<file path="config.mk">
export PLATFORM = sky130hd
export DESIGN_NAME = pht_predictor
export DESIGN_NICKNAME = d
export VERILOG_FILES = /design/src/rtl/pht_predictor.sv
export SDC_FILE = /design/constraint.sdc
export NUM_CORES = 1
export LEC_CHECK = 0
export CAP_MARGIN = 20
export CORE_MARGIN = 2
export CORE_UTILIZATION = 50
export DETAILED_ROUTE_END_ITERATION = 16
export PLACE_DENSITY = 0.77
export SLEW_MARGIN = 20
export SYNTH_ARGS = -nofsm -noshare
export SYNTH_HDL_FRONTEND = slang
export SYNTH_SLANG_ARGS = --single-unit
</file>
<file path="constraint.sdc">
create_clock -name clk_i -period 5.8 [get_ports clk_i]
set_input_delay 1.45 -clock clk_i [delete_from_list [all_inputs] [get_ports clk_i]]
set_output_delay 1.45 -clock clk_i [all_outputs]
set_load 0.02 [all_outputs]
</file>
<file path="src/rtl/pht_predictor.sv">
// Pattern history table branch predictor: bimodal or gshare indexing into
// saturating counters, with a global history register and mispredict counter.
module pht_predictor #(
  parameter int CNT_WIDTH = 2,
  parameter int IDX_BITS  = 6,
  parameter int GHR_BITS  = 6,
  parameter int GSHARE    = 1
) (
  input  logic                clk_i,
  input  logic                rst_ni,
  input  logic [31:0]         pc_i,
  output logic                predict_taken_o,
  output logic [IDX_BITS-1:0] predict_idx_o,
  input  logic                update_valid_i,
  input  logic [IDX_BITS-1:0] update_idx_i,
  input  logic                update_taken_i,
  input  logic                update_mispredict_i,
  input  logic                flush_hist_i,
  output logic [15:0]         mispredict_cnt_o
);

  localparam int DEPTH = 2 ** IDX_BITS;
  // History register keeps at least one bit so GHR_BITS=0 still elaborates.
  localparam int GW = (GHR_BITS > 0) ? GHR_BITS : 1;
  localparam logic [CNT_WIDTH-1:0] CNT_INIT = CNT_WIDTH'((1 << (CNT_WIDTH - 1)) - 1);
  localparam logic [CNT_WIDTH-1:0] CNT_MAX  = '1;

  logic [CNT_WIDTH-1:0] pht_q [DEPTH];
  logic [GW-1:0]        ghr_q;
  logic [IDX_BITS-1:0]  hist_idx;
  logic [CNT_WIDTH-1:0] upd_cur;
  logic [CNT_WIDTH-1:0] upd_next;
  logic                 unused_pc;

  generate
    if (GSHARE != 0 && GHR_BITS > 0) begin : g_gshare
      always_comb begin
        hist_idx         = '0;
        hist_idx[GW-1:0] = ghr_q;
      end
    end else begin : g_bimodal
      logic unused_ghr;
      assign hist_idx   = '0;
      assign unused_ghr = ^ghr_q;
    end
  endgenerate

  assign unused_pc       = ^{pc_i[31:IDX_BITS+2], pc_i[1:0]};
  assign predict_idx_o   = pc_i[IDX_BITS+1:2] ^ hist_idx;
  // Reads the registered table, so a same-cycle update is not bypassed.
  assign predict_taken_o = pht_q[predict_idx_o][CNT_WIDTH-1];

  always_comb begin
    upd_cur  = pht_q[update_idx_i];
    upd_next = upd_cur;
    if (update_taken_i) begin
      if (upd_cur != CNT_MAX) upd_next = upd_cur + CNT_WIDTH'(1);
    end else begin
      if (upd_cur != '0) upd_next = upd_cur - CNT_WIDTH'(1);
    end
  end

  always_ff @(posedge clk_i or negedge rst_ni) begin
    if (!rst_ni) begin
      for (int i = 0; i < DEPTH; i++) pht_q[i] <= CNT_INIT;
    end else if (update_valid_i) begin
      pht_q[update_idx_i] <= upd_next;
    end
  end

  always_ff @(posedge clk_i or negedge rst_ni) begin
    if (!rst_ni) begin
      ghr_q <= '0;
    end else if (flush_hist_i) begin
      ghr_q <= '0;
    end else if (update_valid_i) begin
      ghr_q <= GW'({ghr_q, update_taken_i});
    end
  end

  always_ff @(posedge clk_i or negedge rst_ni) begin
    if (!rst_ni) begin
      mispredict_cnt_o <= '0;
    end else if (update_valid_i && update_mispredict_i && mispredict_cnt_o != 16'hFFFF) begin
      mispredict_cnt_o <= mispredict_cnt_o + 16'd1;
    end
  end

endmodule

</file>
# Word-level counts from Yosys, hierarchy flattened
# Index checks and enable logic that the tools add are counted.
[totals]
latchBits = 0
out_inout_bits = 23
mem_count = 0
mem_bits_ro = 0
wordCells = 96
in_bits = 44
ram_bits = 0
register_bits = 150
[op_classes]
mul = 0
addsub = 3
bitwise = 3
n_reduce_logical = 5
n_lt_le_gt_ge = 3
muxes = 14
n_eq_ne = 2
shifts = 0
div = 0
[ops]
columns = ["cell", "n"]
rows = [
  ["bitwise mux 128 bit", 1],
  ["binary-select mux 2 bit (select 6 bit)", 2],
  ["adder 16 x 1 -> 16 bit (second input constant)", 1],
  ["two-way mux 2 bit", 8],
  ["inequality test 16 bit (second input constant)", 1],
  ["greater-or-equal comparator 7 bit (second input constant)", 2],
  ["inverter 6 -> 7 bit", 2],
  ["demux 2 bit (select 6 bit)", 1],
  ["two-way mux 6 bit", 2],
  ["< comparator 7 x 1 -> 1 bit (second input constant)", 1],
  ["XOR 6 bit", 1],
  ["nonzero test 2 bit", 2],
  ["logical AND 1 bit", 3],
  ["adder 2 x 1 -> 2 bit (second input constant)", 1],
  ["inequality test 2 bit (second input constant)", 1],
  ["subtractor 2 x 1 -> 2 bit (second input constant)", 1],
]

# Depth between registers and ports, before layout
# Gate-level depths: netlist of run 1.
[logic_depth]
depth_word = 8
ltp_mapped = 12
mapped_depth_nobuf = 8

# Worst setup path after synthesis of run 1
# Ideal clock, no wire load.
[synth_timing]
path_type = "input port to output port"
start = "in pc_i[2]"
end = "out predict_taken_o"
setup_slack_ns = 0.245
path_buffers = 1
t_arrival_ns = 4.105
cell_stages = 5
path_cell_list = "xor2_1 > buf_2 > mux4_2 > mux4_2 > mux4_2"
[synth_between]
elab_chain_cells = 5
[synth_lines]
columns = ["item", "line_no", "text"]
rows = [
  ["start: declaration", "11", "input logic [31:0] pc_i,"],
  ["XOR 6 bit", "49", "assign predict_idx_o = pc_i[IDX_BITS+1:2] ^ hist_idx;"],
  ["named net predict_idx_o[0]", "13", "output logic [IDX_BITS-1:0] predict_idx_o,"],
  ["inverter 6 -> 7 bit (implied by the code)", "51", "assign predict_taken_o = pht_q[predict_idx_o][CNT_WIDTH-1];"],
  ["binary-select mux 2 bit (select 6 bit)", "51", ""],
  ["two-way mux 2 bit (implied by the code) (2 in series)", "51", ""],
  ["end: declaration", "12", "output logic predict_taken_o,"],
]
# The timed path passes the listed nets, and every way through them passes these cells. The select of a mux whose other input is x is not followed.

# Final worst setup path of run 1
[layout_timing]
start = "in pc_i[2]"
end = "out predict_taken_o"
[layout_between]
elab_chain_cells = 5
[layout_lines]
columns = ["item", "line_no"]
rows = [
  ["XOR 6 bit", "49"],
  ["inverter 6 -> 7 bit (implied by the code)", "51"],
  ["binary-select mux 2 bit (select 6 bit)", "51"],
  ["two-way mux 2 bit (implied by the code) (2 in series)", "51"],
]
# No other way between the ends. The select of a mux whose other input is x is not followed.

==> reports/summary.md, run 1 <==
## Status
- outcome: complete, no violations

## Pwr
- net switching power figure: 0.0007991 W
- Power Internal: 0.002174 W
- portion of total power attributed to the clock network: 0.392
- IR Drop Worst-Case VDD: 0.0002643 V
- switching part of the total power: 0.2688
- Logic pwr share: 0.165
- Power Density: 329.9 nW/um2
- Power, Total: 0.002973 W
- relative contribution of sequential cells to total power: 0.442
- leakage power of the design: 3.663 nW

## Floorplanning
- standard-cell row count: 45
- height of the chip: 128.8 um
- Die W: 128.8 um
- starting utilization of the core area: 0.5125
- die area: 16600 um2
- # IOs: 67
- total core area: 15200 um2

## Route
- Iter 0 DRT Violations: 571
- number of remaining DRC errors: 0
- total number of vias: 6028
- average wire per standard cell: 19.66 um
- router iterations before antenna repair: 5
- via count normalized by instance count: 6.077
- final wirelength: 19510 um
- antenna violation net count after detailed routing: 0

## Global routing
- first-pass GRT wire length: 31520 um
- via count of the first global-routing pass: 6004
- GRT Total Usage: 0.2502
- pin count of the biggest net entering global routing: 105
- final global-route overflow total: 0
- initial antenna violation count: 0

## Critical path
- Max stage delay on crit path: 0.53 ns
- CP max-delay cell: sky130_fd_sc_hd__mux4_2
- launch point of the critical path: pc_i[2]
- Bufs and invs on worst path: 3
- worst r2r src: pht_q[4]
- cells along the critical path: clkdlybuf4s50_1 -> xor2_2 -> buf_12 -> mux4_2 -> mux4_2 -> mux4_2 -> dlygate4sd2_1
- start-to-end type of the worst setup path: input pin to output pin
- Data arrival, critical path: 4.23 ns
- Crit path required time: 4.35 ns
- kind of cell with the highest combined delay on the critical path: multiplexers
- CP most frequent cell: sky130_fd_sc_hd__mux4_2
- type of element launching the critical path: input pin
- nature of the critical path endpoint: output pin
- worst-path maximum fanout: 17

## Logic synthesis
- most numerous cell types in the synthesized netlist: sky130_fd_sc_hd__nand2_1 (217), sky130_fd_sc_hd__dfrtp_1 (86), sky130_fd_sc_hd__o21ai_0 (70)
- primary flip-flop cell chosen by synthesis mapping: sky130_fd_sc_hd__dfrtp_1
- Mapped Nets: 797
- post-synthesis instance area: 7791 um2
- sequential element share of the synthesized area: 0.4921
- count leader, synth: sky130_fd_sc_hd__nand2_1
- post-synthesis cell type count: 59
- top cells by area in the synthesized netlist: sky130_fd_sc_hd__dfrtp_1 (28%), sky130_fd_sc_hd__dfstp_2 (22%), sky130_fd_sc_hd__nand2_1 (10%), sky130_fd_sc_hd__mux4_2 (9.8%), sky130_fd_sc_hd__o21ai_2 (5.6%)
- Cells after Synth: 752
- Yosys Warn Count: 0
- area share of the leading cell type in the synthesized netlist: 0.2762
- flops & latches, synth: 150
- biggest area consumer among synthesized cells: sky130_fd_sc_hd__dfrtp_1
- fraction of registers with async set or reset after synthesis: 1.000
- EDFF count, synth: 0
- mean instance size in the synthesized netlist: 10.36 um2

## Placed design
- IO Port Bufs: 40
- Routability Congestion: 0.8787
- final HPWL from detailed placement: 12400 um
- placed cell area: 8373 um2

## Hold path
- path class of the lowest-slack min-delay path: flip-flop to flip-flop
- startpoint of the tightest hold check path: pht_q[42]

## STA
- count of endpoints failing setup in the final report: 0
- post-route clock skew: 0.008128 ns
- Final Slew Violations: 0
- hold violation total from the final report: 0
- RSZ-0062 raised after global routing: false
- Max Fclk: 176.0 MHz
- worst slew margin relative to its limit: 0.2362
- share of the clock period used by the worst path: 0.9798
- actual slew at the worst max-slew pin: 1.142 ns
- post-route minimum period: 5.683 ns

## Cells and area
- layout cells sized above 1: 0.2624
- final instance area: 9011 um2
- fin nets: 836
- filler cell count: 1211
- n_diodes: 0
- growth of design area from synthesis to finish: 15.66%

## Clock network
- post-CTS setup buffer count: 0
- Clk Latency, worst-skew pair: 0.43 ns
- clock buffer count from CTS: 17
- clock tree from TritonCTS: yes
- CTS Root Buffer Type: sky130_fd_sc_hd__clkbuf_16
- maximum count of clock buffers along a single path: 2
- number of H-tree branching levels: 4
- Clk pin slew, worst setup/hold paths: 0.05 ns
- clock sinks: 150

## Run
- number of max-cap violations: 0

## flip-flops by register name (all words and copies together) (netlist names)
name	count
mispredict_cnt_o	16
ghr_q	6
pht_q	128
## through the flow
stage	TNS [ns]	std cells	worst slack, ns	util	hold slack [ns]
global route	0	992	0.09587	0.5928	0.4765
global placement	-0.09848	959	-0.09848	0.5508	0.4500
finish	0	992	0.1170	0.5928	0.4617
detailed placement	-0.1020	959	-0.1020	0.5508	0.4548
floorplan	0	752	0.2448	-	0.4420
CTS	0	991	0.1194	0.5914	0.4633
## power groups by stage
stage | Sequential, W | Clock (W) | Combinational, W
floorplan | 0.00132 | 0 | 0.000317
global placement | 0.00132 | 0 | 0.000476
detailed placement | 0.00133 | 0 | 0.000490
CTS | 0.00131 | 0.00118 | 0.000491
global route | 0.00133 | 0.00122 | 0.000540
finish | 0.00132 | 0.00117 | 0.000492
## final cells by class
cell class	count	area (um2)	share of cell area
clock buffers	23	467.9	0.05193
clock inverters	9	151.4	0.01680
inverters	7	26.28	0.002916
multi-input cells	558	3741	0.4152
flip-flops and latches	150	3834	0.4254
well taps	188	235.2	0.02610
repair buffers	57	555.5	0.06165
## worst min-delay path: stages, from the launching register on
cell                      delay [ns]
sky130_fd_sc_hd__dfstp_2        0.36
sky130_fd_sc_hd__nand2_1        0.04
sky130_fd_sc_hd__o21ai_1        0.05
## timing repair
action,4_1_cts,5_1_grt
endpoints found under the setup margin,1,0
gates resized for setup,1,0
hold buffers,0,0
## path summary, 6_finish.rpt
kind | cells past startpoint | slack (ns) | endpoint
hold reg to reg | 2 | 0.46 | pht_q[42]
min in group asynchronous | 1 | 1.11 | mispredict_cnt_o[4]
setup / recovery | 7 | 0.12 | predict_taken_o
max in group asynchronous | 2 | 3.55 | pht_q[125]
hold / removal | 2 | 0.46 | pht_q[42]
setup reg to reg | 8 | 2.65 | pht_q[66]
## cells in the final DEF, fill, tap and decap left out, drive strengths merged, types with 8 or more instances in the layout
cell type      synthesis  routed
nand2                217     217
o21ai                135     135
dfrtp                 86      86
dfstp                 64      64
clkdlybuf4s50          0      36
mux4                  34      34
clkbuf                17      23
nor2                  22      22
mux2i                 20      20
buf                   20      20
a21oi                 12      12
xor2                  12      12
and3                  10      10
xnor2                  8       8
## cell families (layout without fill, tap and decap cells)
group | Yosys count | count (layout) | share of synthesized area
AND/OR/NAND/NOR | 292 | 292 | 0.1609
multiplexers | 60 | 60 | 0.1326
buffers and inverters | 44 | 96 | 0.03083
adder cells (fa/ha/maj) | 3 | 3 | 0.004336
AO/OA/AOI/OAI | 183 | 183 | 0.1567
flip-flops | 150 | 150 | 0.4920
XOR/XNOR | 20 | 20 | 0.02248
## per-layer routing
layer / vias up / part of all wire / track usage
met1: 2975 / 0.43 / 0.3349
met4: 0 / 0.035 / 0.1125
met5: - / 0 / 0
met2: 231 / 0.47 / 0.3978
met3: 51 / 0.063 / 0.05073
li1: 2771 / - / -
Note: power is estimated with default switching activity, not from simulation.
==> inputs of run 2 (changes only) <==
--- a/config.mk
+++ b/config.mk
@@ -9,6 +9,7 @@
 export CORE_MARGIN = 2
 export CORE_UTILIZATION = 50
 export DETAILED_ROUTE_END_ITERATION = 16
+export GPL_ROUTABILITY_DRIVEN = 0
 export PLACE_DENSITY = 0.77
 export SLEW_MARGIN = 20
 export SYNTH_ARGS = -nofsm -noshare
==> results of run 2 <==
The final DEF is identical to that of run 1; final timing and power are the same.
==> inputs of run 3 (changes only) <==
--- a/config.mk
+++ b/config.mk
@@ -11,6 +11,7 @@
 export DETAILED_ROUTE_END_ITERATION = 16
 export GPL_ROUTABILITY_DRIVEN = 0
 export PLACE_DENSITY = 0.77
+export SKIP_LAST_GASP = 1
 export SLEW_MARGIN = 20
 export SYNTH_ARGS = -nofsm -noshare
 export SYNTH_HDL_FRONTEND = slang
==> results of run 3 <==
The final DEF is identical to that of run 1; final timing and power are the same.
